### src/rtl/key_debounce_multi.sv
//-----------------------------------------------------------------------------
// key_debounce_multi
//
// N-channel push-button conditioner. Each raw key pin is passed through a
// two-flop synchroniser, normalised so that 1 means "pressed", debounced and
// classified by an independent per-channel state machine.
//
// Optional feature macro: KEY_REPEAT_EN
//   When defined, a key held past the long-press point issues an extra
//   key_press pulse every REPEAT_CNT cycles. When undefined, no repeat
//   counter is built and REPEAT_MS has no effect.
//
// Ports:
//   sys_clk      in   system clock
//   sys_rst_n    in   asynchronous active-low reset
//   key          in   [KEY_NUM] raw asynchronous key pins
//   key_value    out  [KEY_NUM] debounced level, 1 = pressed
//   key_press    out  [KEY_NUM] one-cycle pulse per accepted press / repeat
//   key_release  out  [KEY_NUM] one-cycle pulse per accepted release
//   key_long     out  [KEY_NUM] one-cycle pulse when held for LONG_MS
//-----------------------------------------------------------------------------
module key_debounce_multi #(
  parameter int KEY_NUM     = 4,
  parameter int CLK_FREQ    = 50_000_000,
  parameter int DEBOUNCE_MS = 20,
  parameter int LONG_MS     = 1000,
  parameter int REPEAT_MS   = 200,
  parameter int ACTIVE_LOW  = 1
) (
  input  logic               sys_clk,
  input  logic               sys_rst_n,
  input  logic [KEY_NUM-1:0] key,
  output logic [KEY_NUM-1:0] key_value,
  output logic [KEY_NUM-1:0] key_press,
  output logic [KEY_NUM-1:0] key_release,
  output logic [KEY_NUM-1:0] key_long
);

  localparam int DB_CNT   = CLK_FREQ / 1000 * DEBOUNCE_MS;
  localparam int LONG_CNT = CLK_FREQ / 1000 * LONG_MS;
  localparam int DB_W     = (DB_CNT > 2) ? $clog2(DB_CNT) : 1;
  localparam int LONG_W   = (LONG_CNT > 2) ? $clog2(LONG_CNT) : 1;

  localparam logic [DB_W-1:0]   DB_LAST   = DB_W'(DB_CNT - 1);
  localparam logic [DB_W-1:0]   DB_ZERO   = DB_W'(0);
  localparam logic [DB_W-1:0]   DB_ONE    = DB_W'(1);
  localparam logic [LONG_W-1:0] LONG_LAST = LONG_W'(LONG_CNT - 1);
  localparam logic [LONG_W-1:0] LONG_ZERO = LONG_W'(0);
  localparam logic [LONG_W-1:0] LONG_ONE  = LONG_W'(1);

`ifdef KEY_REPEAT_EN
  localparam int REPEAT_CNT = CLK_FREQ / 1000 * REPEAT_MS;
  localparam int REP_W      = (REPEAT_CNT > 2) ? $clog2(REPEAT_CNT) : 1;
  localparam logic [REP_W-1:0] REP_LAST = REP_W'(REPEAT_CNT - 1);
  localparam logic [REP_W-1:0] REP_ZERO = REP_W'(0);
  localparam logic [REP_W-1:0] REP_ONE  = REP_W'(1);

  if (REPEAT_CNT < 1) begin : g_bad_repeat
    $error("key_debounce_multi: REPEAT_CNT must be at least 1");
  end
`endif

  // Parameter sanity, rejected at elaboration.
  if ((KEY_NUM < 1) || (KEY_NUM > 16)) begin : g_bad_num
    $error("key_debounce_multi: KEY_NUM must be 1..16");
  end
  if (DB_CNT < 2) begin : g_bad_db
    $error("key_debounce_multi: DB_CNT must be at least 2");
  end
  if (LONG_CNT <= DB_CNT) begin : g_bad_long
    $error("key_debounce_multi: LONG_CNT must exceed DB_CNT");
  end
  if (REPEAT_MS < 0) begin : g_bad_repeat_ms
    $error("key_debounce_multi: REPEAT_MS must not be negative");
  end

  // Released level of the raw pin; the synchroniser resets to it so a
  // reset never looks like a press.
  localparam logic [KEY_NUM-1:0] REL_LEVEL =
    (ACTIVE_LOW != 0) ? {KEY_NUM{1'b1}} : {KEY_NUM{1'b0}};

  typedef enum logic [2:0] {
    ST_IDLE = 3'd0,
    ST_PDB  = 3'd1,
    ST_HOLD = 3'd2,
    ST_LONG = 3'd3,
    ST_RDB  = 3'd4
  } state_t;

  logic [KEY_NUM-1:0] sync1_r;
  logic [KEY_NUM-1:0] sync2_r;
  logic [KEY_NUM-1:0] pressed_s;

  // Two-flop synchroniser for the asynchronous key pins.
  always_ff @(posedge sys_clk or negedge sys_rst_n) begin
    if (!sys_rst_n) begin
      sync1_r <= REL_LEVEL;
      sync2_r <= REL_LEVEL;
    end else begin
      sync1_r <= key;
      sync2_r <= sync1_r;
    end
  end

  // Normalise polarity so that 1 always means pressed.
  always_comb begin
    if (ACTIVE_LOW != 0) begin
      pressed_s = ~sync2_r;
    end else begin
      pressed_s = sync2_r;
    end
  end

  for (genvar g = 0; g < KEY_NUM; g++) begin : g_ch
    state_t            state_r;
    state_t            state_s;
    logic [DB_W-1:0]   db_cnt_r;
    logic [DB_W-1:0]   db_cnt_s;
    logic [LONG_W-1:0] hold_cnt_r;
    logic [LONG_W-1:0] hold_cnt_s;
    logic              long_flag_r;
    logic              long_flag_s;
    logic              value_r;
    logic              value_s;
    logic              press_r;
    logic              press_s;
    logic              release_r;
    logic              release_s;
    logic              long_r;
    logic              long_s;
`ifdef KEY_REPEAT_EN
    logic [REP_W-1:0]  rep_cnt_r;
    logic [REP_W-1:0]  rep_cnt_s;
`endif

    // Channel state, counters and registered outputs.
    always_ff @(posedge sys_clk or negedge sys_rst_n) begin
      if (!sys_rst_n) begin
        state_r     <= ST_IDLE;
        db_cnt_r    <= DB_ZERO;
        hold_cnt_r  <= LONG_ZERO;
        long_flag_r <= 1'b0;
        value_r     <= 1'b0;
        press_r     <= 1'b0;
        release_r   <= 1'b0;
        long_r      <= 1'b0;
`ifdef KEY_REPEAT_EN
        rep_cnt_r   <= REP_ZERO;
`endif
      end else begin
        state_r     <= state_s;
        db_cnt_r    <= db_cnt_s;
        hold_cnt_r  <= hold_cnt_s;
        long_flag_r <= long_flag_s;
        value_r     <= value_s;
        press_r     <= press_s;
        release_r   <= release_s;
        long_r      <= long_s;
`ifdef KEY_REPEAT_EN
        rep_cnt_r   <= rep_cnt_s;
`endif
      end
    end

    // Next-state decode; pulse outputs default low every cycle.
    always_comb begin
      state_s     = state_r;
      db_cnt_s    = db_cnt_r;
      hold_cnt_s  = hold_cnt_r;
      long_flag_s = long_flag_r;
      value_s     = value_r;
      press_s     = 1'b0;
      release_s   = 1'b0;
      long_s      = 1'b0;
`ifdef KEY_REPEAT_EN
      rep_cnt_s   = rep_cnt_r;
`endif
      case (state_r)
        ST_IDLE: begin
          if (pressed_s[g]) begin
            state_s  = ST_PDB;
            db_cnt_s = DB_ZERO;
          end else begin
            state_s  = ST_IDLE;
          end
        end
        ST_PDB: begin
          if (!pressed_s[g]) begin
            state_s = ST_IDLE;
          end else if (db_cnt_r == DB_LAST) begin
            state_s     = ST_HOLD;
            value_s     = 1'b1;
            press_s     = 1'b1;
            hold_cnt_s  = LONG_ZERO;
            long_flag_s = 1'b0;
          end else begin
            db_cnt_s = db_cnt_r + DB_ONE;
          end
        end
        ST_HOLD: begin
          // Release is checked first so it wins over long expiry.
          if (!pressed_s[g]) begin
            state_s  = ST_RDB;
            db_cnt_s = DB_ZERO;
          end else if (hold_cnt_r == LONG_LAST) begin
            state_s     = ST_LONG;
            long_s      = 1'b1;
            long_flag_s = 1'b1;
`ifdef KEY_REPEAT_EN
            rep_cnt_s   = REP_ZERO;
`endif
          end else begin
            hold_cnt_s = hold_cnt_r + LONG_ONE;
          end
        end
        ST_LONG: begin
          if (!pressed_s[g]) begin
            state_s  = ST_RDB;
            db_cnt_s = DB_ZERO;
          end else begin
`ifdef KEY_REPEAT_EN
            if (rep_cnt_r == REP_LAST) begin
              rep_cnt_s = REP_ZERO;
              press_s   = 1'b1;
            end else begin
              rep_cnt_s = rep_cnt_r + REP_ONE;
            end
`else
            state_s = ST_LONG;
`endif
          end
        end
        ST_RDB: begin
          // A bounce back to pressed resumes where the hold left off;
          // hold and repeat counters stay frozen while here.
          if (pressed_s[g]) begin
            if (long_flag_r) begin
              state_s = ST_LONG;
            end else begin
              state_s = ST_HOLD;
            end
          end else if (db_cnt_r == DB_LAST) begin
            state_s   = ST_IDLE;
            value_s   = 1'b0;
            release_s = 1'b1;
`ifdef KEY_REPEAT_EN
            rep_cnt_s = REP_ZERO;
`endif
          end else begin
            db_cnt_s = db_cnt_r + DB_ONE;
          end
        end
        default: begin
          state_s     = ST_IDLE;
          db_cnt_s    = DB_ZERO;
          hold_cnt_s  = LONG_ZERO;
          long_flag_s = 1'b0;
          value_s     = 1'b0;
        end
      endcase
    end

    assign key_value[g]   = value_r;
    assign key_press[g]   = press_r;
    assign key_release[g] = release_r;
    assign key_long[g]    = long_r;
  end

endmodule

### config.mk
export PLATFORM = sky130hd
export DESIGN_NAME = key_debounce_multi
export DESIGN_NICKNAME = d
export VERILOG_FILES = /design/src/rtl/key_debounce_multi.sv
export SDC_FILE = /design/constraint.sdc
export NUM_CORES = 1
export LEC_CHECK = 0
export CAP_MARGIN = 20
export CORE_UTILIZATION = 31
export CTS_CLUSTER_SIZE = 8
export DETAILED_ROUTE_END_ITERATION = 10
export PLACE_DENSITY = 0.46
export SLEW_MARGIN = 5
export SYNTH_ARGS = -nofsm -noshare
export SYNTH_HDL_FRONTEND = slang
export SYNTH_SLANG_ARGS = --single-unit
### constraint.sdc
create_clock -name sys_clk -period 2.5 [get_ports sys_clk]
set_input_delay 0.25 -clock sys_clk [delete_from_list [all_inputs] [get_ports sys_clk]]
set_output_delay 0.25 -clock sys_clk [all_outputs]
set_load 0.05 [all_outputs]
Word level (Yosys, flattened, before mapping):

Index checks and enable logic that the tools add are counted.

* add/sub/neg operators: 8
* eq/ne operators: 72
* muxes and demuxes: 152
* bitwise operators: 9
* reduce and logical (&&, ||, !) cells: 36

Operators by type and width (count)
* two-way mux 26 bit: 16
* two-way mux 20 bit: 20
* one-hot mux 20 bit (4 select lines): 4
* one-hot mux 26 bit (3 select lines): 4
* adder 26 x 1 -> 26 bit (second input constant): 4
* == test 26 bit (second input constant): 4
* two-way mux 3 bit: 28
* adder 20 x 1 -> 20 bit (second input constant): 4
* == test 20 bit (second input constant): 4
* != test 2 bit (second input constant): 36
* two-way mux 1 bit: 68
* one-hot mux 3 bit (5 select lines): 4
* AND reduction 5 bit: 12
* != test 3 bit (second input constant): 12
* == test 3 x 2 -> 1 bit (second input constant): 8
* one-hot mux 1 bit (3 select lines): 8
* OR reduction 3 bit: 8
* AND reduction 4 bit: 4
* == test 3 x 1 -> 1 bit (second input constant): 4
* == test 3 bit (second input constant): 4
* logical NOT 3 bit: 4
* AND reduction 3 bit: 4
* inverter 1 bit: 8
* OR reduction 2 bit: 4
* inverter 4 bit: 1

* register bits: 224
* input port bits: 6
* output and inout port bits: 16
* word-level logic and storage cells: 311

Longest topological paths before layout:

* depth after elaboration: 4
* mapped depth: 10
* mapped depth without buffers: 7

Worst setup path after synthesis:

Ideal clock, no wire load.

* path kind: register to register
* start point: register g_ch[0].db_cnt_r[12]
* end point: register g_ch[0].db_cnt_r[11]
* arrival: 2.307 ns
* path slack: 0.068 ns
* stages on the path, launching flop included: 8
* path buffers: 1
* path through: dfrtp_1 or4_1 or3_1 buf_2 or3_4 o21ai_4 nor4_2 mux2_4

* cells in the longest elaborated chain, start to end: 4

Ends and longest elaborated chain
* from (decl): line 117 `logic [DB_W-1:0] db_cnt_r;`
* from (signal assigned): line 152 `db_cnt_r <= db_cnt_s;`
* == test 20 bit (*): line 190, 242
* two-way mux 20 bit (*)
* two-way mux 20 bit (on tied branches)
* one-hot mux 20 bit (4 select lines) (*)

Every way passes the cells marked *; elsewhere a longest branch is shown, timed or not. The select of a mux whose other input is x is not followed.
A chain may end at the register's enable or synchronous reset.

Worst setup path after layout:

* start point: register g_ch[0].db_cnt_r[10]
* end point: register g_ch[0].db_cnt_r[11]

* cells in the longest elaborated chain, start to end: 4

Ends and longest elaborated chain
* adder 20 x 1 -> 20 bit or == test 20 bit (tied branches)
* two-way mux 20 bit (*): line 190, 242
* two-way mux 20 bit (on tied branches): line 236, 188
* one-hot mux 20 bit (4 select lines) (*): line 178 `case (state_r)`

Marked as above.

==> flow_metrics.tcl <==
set metrics [dict create \
    outcome "finished, final reports clean" \
    holdWs_ns 0.136 \
    p_int_w 0.00653 \
    antenna_found_initial 0 \
    yosysWarnings 0 \
    syn_area_sq_um 12300 \
    pwr-share-clk_pct 52.4 \
    hold_violations 0 \
    min_period_ns 2.44 \
    drt_iter0_drc 732 \
    dp_hpwl_mm 20.4 \
    grt_usage_pct 15.5 \
    vias 10916 \
    post-synth-top-count-cell "dfrtp_1" \
    clk_pin_slew_ns 0.05 \
    cp-start-kind "register" \
    ys_top_cells_by_area "dfrtp_1 44%, o21ai_0 6.2%, nor2_1 4.2%, nand2_1 3.9%, a31oi_1 3.2%" \
    start_util_pct 31.7 \
    endpoint_kind "register" \
    cts_made_buffers 34 \
    fin_worst_skew_ns 0.0203 \
    finalInstanceArea_sq_um 15000 \
    placed_area_sq_um 13900 \
    synth_cells 1416 \
    synth_flop_cell "dfrtp_1" \
    multiInputGateArea_sq_um 6260 \
    avgSynthCellArea_sq_um 8.71 \
    leakage_nw 6.05 \
    finalSetupViolations 0 \
    final_nets 1529 \
    cts_buffer_depth 3 \
    drive_gt1_share_pct 14.1 \
    p_sw_share_pct 22.8 \
    p_comb_share_pct 3.7 \
    die_width_um 201 \
    grt_pass1_vias 10482 \
    crit_slowest_cell "or4_1" \
    ys_async_sr_fraction_pct 100 \
    io_pins 22 \
    crit_top_cell "or3_4" \
    die_y_um 201 \
    grt_pass1_wl_mm 53.1 \
    maxCapViolCount 0 \
    slew_headroom_pct 57.2 \
    hold_class "in2reg" \
    yosysSeqAreaShare_pct 45.5 \
    fp-row-count 72 \
    syn_nets 1430 \
    regArea_sq_um 5620 \
    arrival_ns 2.84 \
    synth-seq-cells 224 \
    grt_max_degree 66 \
    power.density_nw_per_um2 565 \
    fmax_mhz 410 \
    ant_nets 0 \
    cts_root_buffer "clkbuf_16" \
    htreeDepth 2 \
    fillerInstances 3945 \
    cpPeakStageDelay_ns 0.52 \
    port_buffers 21 \
    grt_overflow 0 \
    viasPerCell 5.30 \
    cts_sinks 224 \
    synthTopCellsByCount "216 x dfrtp_1, 153 x o21ai_0, 138 x nor2_1" \
    fp.dieArea_sq_um 40600 \
    synth_cell_type_count 77 \
    gp_congestion 0.805 \
    cp_max_fo 5 \
    netlist.area_leader.share_pct 43.8 \
    critical_path_required_ns 2.91 \
    area.growth.synth_to_final_pct 21.3 \
    peakVddDrop_mv 0.419 \
    final_max_slew_viol_count 0 \
    dp.cells 1996 \
    synth_area_leader_cell "dfrtp_1" \
    fin_setup_tns_ns 0 \
    wl_per_cell_um 15.0 \
    dr.pass1.iters 5 \
    crit_type "reg2reg" \
    num_antenna_cells 0 \
    tightest_slew_ns 0.638 \
    crit_path_cell_trace "or4_1 > or3_4 > or3_4 > o21ai_4 > nor4_2 > mux2_4" \
    rsz0062_at_grt "false" \
    core_area_sq_um 38900 \
    min_period_over_period_pct 97.5 \
    total_power_w 0.00846 \
    cts_tree "done" \
    totalWireLength_mm 30.8 \
    clkLatencyLatePin_ns 0.53 \
    seq_power_share_pct 43.8 \
    synth-edff-count 0 \
    fin_cells 2058 \
    drc 0 \
    power.net_switching_w 0.00193 \
]
[logic make-up (layout without fill, tap and decap cells)]
family                   Yosys count  count (layout)  share of synthesized area (%)
AO/OA/AOI/OAI                    423             423                           20.5
adder cells (fa/ha/maj)            8               8                          0.812
multiplexers                       5               5                          0.457
XOR/XNOR                          33              33                           2.34
AND/OR/NAND/NOR                  604             604                           25.9
flip-flops                       224             224                           45.5
buffers and inverters            119             243                           4.40
[cell usage in the layout (no fill, tap or decap), types with 5 or more instances in the layout]
cell and count:
dfstp_2 8, clkdlybuf4s50_1 20, clkbuf_1 23, buf_4 121, or3_1 20, a41oi_1 5, clkbuf_16 37, and2_1 16
a21oi_1 74, xnor2_1 23, nor4b_1 13, nand3_1 69, nor3_1 30, nand2b_1 6, xor2_1 10, nor4bb_1 6
dfrtp_1 216, nor2_1 138, o41ai_1 8, o22a_1 5, and4_1 21, o21ai_1 32, a31oi_1 63, o31ai_1 35
or2_2 9, nand4_1 54, ha_1 8, inv_1 29, nor2b_1 17, buf_12 7, and3_1 30, nor4_1 16
o21ai_0 151, o22ai_1 5, nor3b_1 5, a211oi_1 7, nand2_1 127
[state kept, by name, indices dropped and copies added, names as in the netlist]
name	cells
g_ch.press_r	4
g_ch.long_flag_r	4
sync1_r	4
g_ch.hold_cnt_r	104
sync2_r	4
g_ch.value_r	4
g_ch.db_cnt_r	80
g_ch.long_r	4
g_ch.state_r	12
g_ch.release_r	4
[per-layer routing]
| layer | track usage [%] | wire, um | vias to the layer above |
|---|---|---|---|
| li1 | - | - | 5459 |
| met1 | 21.6 | 15200 | 5269 |
| met2 | 24.4 | 14000 | 149 |
| met3 | 2.58 | 1070 | 39 |
| met4 | 5.30 | 577 | 0 |
| met5 | 0 | 0 | - |
[worst paths after layout]
check / startpoint / endpoint / slack, ns / depth (start not counted)
min in group asynchronous: sys_rst_n / g_ch[1].db_cnt_r[8]$_DFFE_PN0P_ / 0.23 / 2
setup / recovery: g_ch[0].db_cnt_r[10]$_DFFE_PN0P_ / g_ch[0].db_cnt_r[11]$_DFFE_PN0P_ / 0.06 / 6
max in group asynchronous: sys_rst_n / sync1_r[0]$_DFF_PN1_ / 1.47 / 3
setup reg to reg: g_ch[0].db_cnt_r[10]$_DFFE_PN0P_ / g_ch[0].db_cnt_r[11]$_DFFE_PN0P_ / 0.06 / 6
hold / removal: key[3] / sync1_r[3]$_DFF_PN1_ / 0.14 / 1
hold reg to reg: sync1_r[2]$_DFF_PN1_ / sync2_r[2]$_DFF_PN1_ / 0.35 / 0
[power groups by stage]
stage | combinational (W) | clock [W] | sequential, W
2_1_floorplan | 0.000155 | 0 | 0.00376
3_3_place_gp | 0.000323 | 0 | 0.00377
6_report | 0.000316 | 0.00443 | 0.00371
5_1_grt | 0.000363 | 0.00476 | 0.00371
3_5_place_dp | 0.000325 | 0 | 0.00377
4_1_cts | 0.000327 | 0.00463 | 0.00371
[worst max-delay path: cells and delay by family (launching register included)]
family / cells / cell delay, ns
simple gates: 4 / 1.40
flops: 1 / 0.40
mux: 1 / 0.29
compound gates: 1 / 0.24
[per-stage QoR]
| stage | utilization [%] | worst slack [ns] |
|---|---|---|
| after floorplan | - | 0.0683 |
| after global placement | 35.6 | 0.00938 |
| after detailed placement | 35.6 | -0.0119 |
| after CTS | 38.3 | 0.000842 |
| after global routing | 38.4 | 0.000287 |
| final | 38.4 | 0.0634 |
[layout make-up]
type,instances,share of cell area [%]
sequential,224,37.5
timing repair buffer,152,8.67
clock buffer,61,6.86
multi-input combinational,1073,41.8
tap,518,4.33
inverter,30,0.753
[timing repair]
action | CTS | global route
gates resized for setup | 4 | 10
pin swaps | 0 | 3
hold buffers | 1 | 0
endpoints found under the hold margin | 44 | 0
buffers inserted | 0 | 0
endpoints found under the setup margin | 8 | 69
No activity file was read; power rests on OpenSTA's default activity.
